===== src/rtl/freq_div_n.sv =====
// freq_div_n: programmable integer clock divider.
// Produces a registered divided clock (clk_out, period N cycles of clk_in) and a
// one-cycle strobe (tick) on the first cycle of each period. The requested
// divisor div_val is loaded into a shadow register only at a period boundary,
// so run-time changes never produce runt or stretched pulses.
// Optional build macro: FREQ_DIV_DUTY_EN adds duty_val, a programmable high
// time sampled together with div_val. Without it the high time is floor(N/2).
module freq_div_n #(
    parameter int WIDTH       = 8,
    parameter int DEFAULT_DIV = 2
) (
    input  logic             clk_in,
    input  logic             reset,
    input  logic             enable,
    input  logic [WIDTH-1:0] div_val,
`ifdef FREQ_DIV_DUTY_EN
    input  logic [WIDTH-1:0] duty_val,
`endif
    output logic             clk_out,
    output logic             tick,
    output logic [WIDTH-1:0] cur_div
);

    localparam logic [WIDTH-1:0] ONE      = WIDTH'(1);
    localparam logic [WIDTH-1:0] TWO      = WIDTH'(2);
    localparam logic [WIDTH-1:0] RST_DIV  = WIDTH'(DEFAULT_DIV);
    localparam logic [WIDTH-1:0] RST_CNT  = WIDTH'(DEFAULT_DIV - 1);

    logic [WIDTH-1:0] cnt;      // position inside the current period, 0..div_act-1
    logic [WIDTH-1:0] div_act;  // divisor in effect for the current period
    logic [WIDTH-1:0] h_cur;    // high time of the current period
    logic [WIDTH-1:0] n_in;     // clamped requested divisor
    logic [WIDTH-1:0] cnt_inc;
    logic             boundary;

`ifdef FREQ_DIV_DUTY_EN
    localparam logic [WIDTH-1:0] RST_HIGH = WIDTH'(DEFAULT_DIV / 2);

    logic [WIDTH-1:0] h_act;    // high time in effect, loaded with div_act
    logic [WIDTH-1:0] h_in;     // clamped requested high time, 1..n_in-1

    // Clamp the requested high time so the output always toggles within a period.
    always_comb begin
        h_in = duty_val;
        if (duty_val < ONE) begin
            h_in = ONE;
        end else if (duty_val > n_in - ONE) begin
            h_in = n_in - ONE;
        end
    end

    // Duty shadow register: loaded only at period boundaries, like the divisor.
    always_ff @(posedge clk_in) begin
        if (reset) begin
            h_act <= RST_HIGH;
        end else if (enable && boundary) begin
            h_act <= h_in;
        end
    end

    assign h_cur = h_act;
`else
    assign h_cur = div_act >> 1;
`endif

    // Divisor clamp and period-boundary detection.
    // NOTE: every always_comb output gets a value on every path (here by
    // unconditional assignment) so no latch is inferred.
    always_comb begin
        n_in     = (div_val < TWO) ? TWO : div_val;
        cnt_inc  = cnt + ONE;
        boundary = (cnt == div_act - ONE);
    end

    // Counter, shadow divisor and registered outputs; reset wins over enable.
    // NOTE: sequential state uses non-blocking assignments so every register
    // samples the pre-edge values, independent of statement order.
    always_ff @(posedge clk_in) begin
        if (reset) begin
            cnt     <= RST_CNT;
            div_act <= RST_DIV;
            clk_out <= 1'b0;
            tick    <= 1'b0;
        end else if (enable) begin
            if (boundary) begin
                // New period: high time is at least 1, so clk_out always rises here.
                cnt     <= '0;
                div_act <= n_in;
                tick    <= 1'b1;
                clk_out <= 1'b1;
            end else begin
                cnt     <= cnt_inc;
                tick    <= 1'b0;
                clk_out <= (cnt_inc < h_cur);
            end
        end else begin
            // Frozen: hold position and level, but never repeat the strobe.
            tick <= 1'b0;
        end
    end

    assign cur_div = div_act;

endmodule


===== config.mk =====
export PLATFORM = sky130hd
export DESIGN_NAME = freq_div_n
export DESIGN_NICKNAME = d
export VERILOG_FILES = /design/src/rtl/freq_div_n.sv
export SDC_FILE = /design/constraint.sdc
export NUM_CORES = 1
export LEC_CHECK = 0
export CORE_MARGIN = 3
export CORE_UTILIZATION = 30
export DETAILED_ROUTE_END_ITERATION = 10
export PLACE_DENSITY = 0.52
export SLEW_MARGIN = 20
export SYNTH_ARGS = -nofsm -noshare
export SYNTH_HDL_FRONTEND = slang
export SYNTH_SLANG_ARGS = --single-unit

===== constraint.sdc =====
create_clock -name clk_in -period 2.5 [get_ports clk_in]
set_clock_uncertainty 0.1 [all_clocks]
set_input_delay 0.375 -clock clk_in [delete_from_list [all_inputs] [get_ports clk_in]]
set_output_delay 0.375 -clock clk_in [all_outputs]
set_load 0.02 [all_outputs]

==> flow_summary.yaml <==
clocking:
  cts_made_buffers: 3
  root_buffer: "clkbuf_8"
  clk_latency_ns: 0.25
  clk_path_buf_depth: 2
  hold_buffers: 0
  h-tree-depth: 1
  cts_sinks: 18
  tritoncts: "built"
  clk_pin_slew_ns: 0.07
critical_path:
  cp.arrival_ns: 2.42
  critPathSlowestCell: "dfxtp_1"
  crit_chain: "ha_2 -> and3_1 -> xor2_1 -> ha_1 -> o21a_1 -> o21a_1 -> a2111oi_1 -> o31a_2"
  path_buf_inv: 0
  path_delay_family: "compound AO/OA/AOI/OAI gates"
  crit_fanout: 4
  worstPathRequired_ns: 2.60
  critPathMaxStageDelay_ns: 0.40
  cpMostUsedCell: "o21a_1"
  cp-end-kind: "register"
  setup.worst_path.class: "reg -> reg"
  start_kind: "register"
timing:
  worst_pin_slew_ns: 0.5271
  layout_min_cycle_time_ns: 2.321
  fmax_mhz: 430.8
  totalNegativeSetupSlack_ns: 0
  rsz0062_at_grt: "no"
  finalSetupViolCount: 0
  slew_headroom_pct: 64.70
  hold_viol: 0
  fin_crit_sh_pct: 92.85
  drv_slew: 0
yosys:
  ys_warn_count: 0
  ys_ff_latch: 18
  postSynthAreaPerCell_um2: 8.516
  seq_area_frac_synth_pct: 28.21
  synth_cell_types: 41
  netlist_instances: 150
  netlist_area_um2: 1277
  synth_edf_count: 0
  synthesis.nets: 169
  ys.flop_type: "dfxtp_1"
  async_reset_ff_share_pct: 0
global_route:
  track_usage_pct: 14.24
  grt_pass1_wl_um: 5858
  gr-total-overflow: 0
  antenna_found_initial: 0
  grt_max_degree: 18
  grt_pass1_vias: 1311
detailed_routing:
  route.detailed.wl_per_inst_um: 14.21
  via_count: 1139
  wl_um: 3255
  drc_errors: 0
  dr.pass1.iters: 4
  vias_per_cell: 4.974
  antenna_left: 0
  drt_iter0_drc: 35
placed_design:
  post-dp-hpwl_um: 2528
  gp_congestion: 0.8227
  port_buffers: 20
floorplan:
  rows: 23
  die_height_um: 71.26
  core_area_um2: 4058
  dieArea_um2: 5077
  start_util_pct: 31.48
  die_x_um: 71.26
  boundaryPins: 21
power:
  irDropWorstVdd_v: 0.0005293
  powerDensity_nw_per_um2: 1261
  leakage_nw: 0.6357
outcome:
  status: "finished, final reports clean"
final_layout:
  syn_to_final_growth_pct: 27.82
  final_nets: 200
  num_antenna_cells: 0
  final_util_pct: 40.24
  drive_gt1_share_pct: 12.29
hold_path:
  hold_path_class: "reg -> reg"
job:
  maxCapViolCount: 0
==> kinds of logic (layout without fill, tap and decap cells) <==
group / after synthesis / after routing / synth area share [%]
buffers and inverters: 17 / 46 / 6.366
AOI/OAI and AO/OA: 23 / 23 / 15.57
DFF: 18 / 18 / 28.21
xor gates and xnor gates: 18 / 18 / 12.34
muxes: 8 / 8 / 6.269
and+or+nand+nor: 58 / 58 / 23.41
adders and majority gates: 8 / 8 / 7.836
==> repair_timing <==
item / CTS / global route
buffers inserted: 0 / 0
gates resized for setup: 0 / 3
setup endpoints to repair: 0 / 1
==> where the power goes <==
group / internal (mW) / leakage, nW / switching, mW
Clock: 0.107 / 0.0216 / 0.0972
Combinational: 0.642 / 0.468 / 0.732
Sequential: 0.377 / 0.146 / 0.104
Total: 1.13 / 0.636 / 0.933
==> metrics by stage <==
stage          instance area (um^2)  instances  worst slack, ns  power [mW]  hold WS, ns
2_1_floorplan                  1277        150          0.03208       1.400       0.3968
5_1_grt                        1633        229          0.01357       2.233       0.4487
3_3_place_gp                   1587        226           0.1913       1.832       0.3984
6_report                       1633        229           0.1787       2.059       0.4134
3_5_place_dp                   1587        226           0.1283       1.855       0.4140
4_1_cts                        1628        229           0.1043       2.073       0.4239
==> path summary, 6_finish.rpt <==
path / start / to / slack, ns / cells past startpoint
hold reg to reg: cur_div[7] / cur_div[7] / 0.41 / 2
hold / removal: cur_div[7] / cur_div[7] / 0.41 / 2
setup reg to reg: cnt[1] / clk_out / 0.18 / 8
setup / recovery: cnt[1] / clk_out / 0.18 / 8
==> worst register-to-register path, delay by kind of cell, from the launching register on <==
kind                       cells  cell delay, ns
DFF                            1            0.40
xor gates and xnor gates       1            0.16
adders and majority gates      2            0.48
AOI/OAI and AO/OA              4            0.90
and+or+nand+nor                1            0.23
==> layout by cell type, fill, tap and decap left out, types with 2 or more instances in the layout <==
cell type / count
nand2_1: 23
clkdlybuf4s50_1: 20
dfxtp_1: 17
inv_1: 11
buf_4: 11
xnor2_1: 10
nor3_1: 9
xor2_1: 8
mux2i_1: 8
ha_1: 7
nand3_1: 5
and3_1: 4
a21oi_1: 4
nor2_1: 3
nor2b_1: 3
o21ai_0: 3
a211oi_1: 3
clkbuf_8: 3
nand4b_1: 2
o21a_1: 2
o31ai_1: 2
==> state kept, by name (all words and copies together) (netlist names) <==
signal	count
cur_div	8
cnt	8
clk_out	1
tick	1
==> synth_stat cells, types with 2 or more instances <==
cell,instances,share of area [%]
nand2_1,23,6.8
dfxtp_1,18,28
inv_1,11,3.2
xnor2_1,10,6.9
nor3_1,9,3.5
ha_1,8,7.8
mux2i_1,8,6.3
xor2_1,8,5.5
nand3_1,5,2.0
a21oi_1,4,1.6
and3_1,4,2.0
a211oi_1,3,1.8
nor2_1,3,0.88
nor2b_1,3,1.5
o21ai_0,3,1.2
clkbuf_1,2,0.59
nand4b_1,2,1.4
o21a_1,2,1.2
o31ai_1,2,1.2
==> metal layers <==
layer | GRT usage [%] | wire length [um] | vias to the layer above
li1 | - | - | 582
met1 | 17.91 | 1575 | 533
met2 | 24.69 | 1554 | 19
met3 | 2.244 | 85 | 5
met4 | 4.802 | 39 | 0
met5 | 0 | 0 | -
==> layout make-up <==
class / count / area, um^2
Inverter: 12 / 45.04
Fill cell: 413 / 2425
Sequential cell: 18 / 361.6
Tap cell: 50 / 62.56
Multi-Input combinational cell: 115 / 839.6
Clock buffer: 3 / 41.29
Timing Repair Buffer: 31 / 282.8
Note: power is estimated with default switching activity, not from simulation.
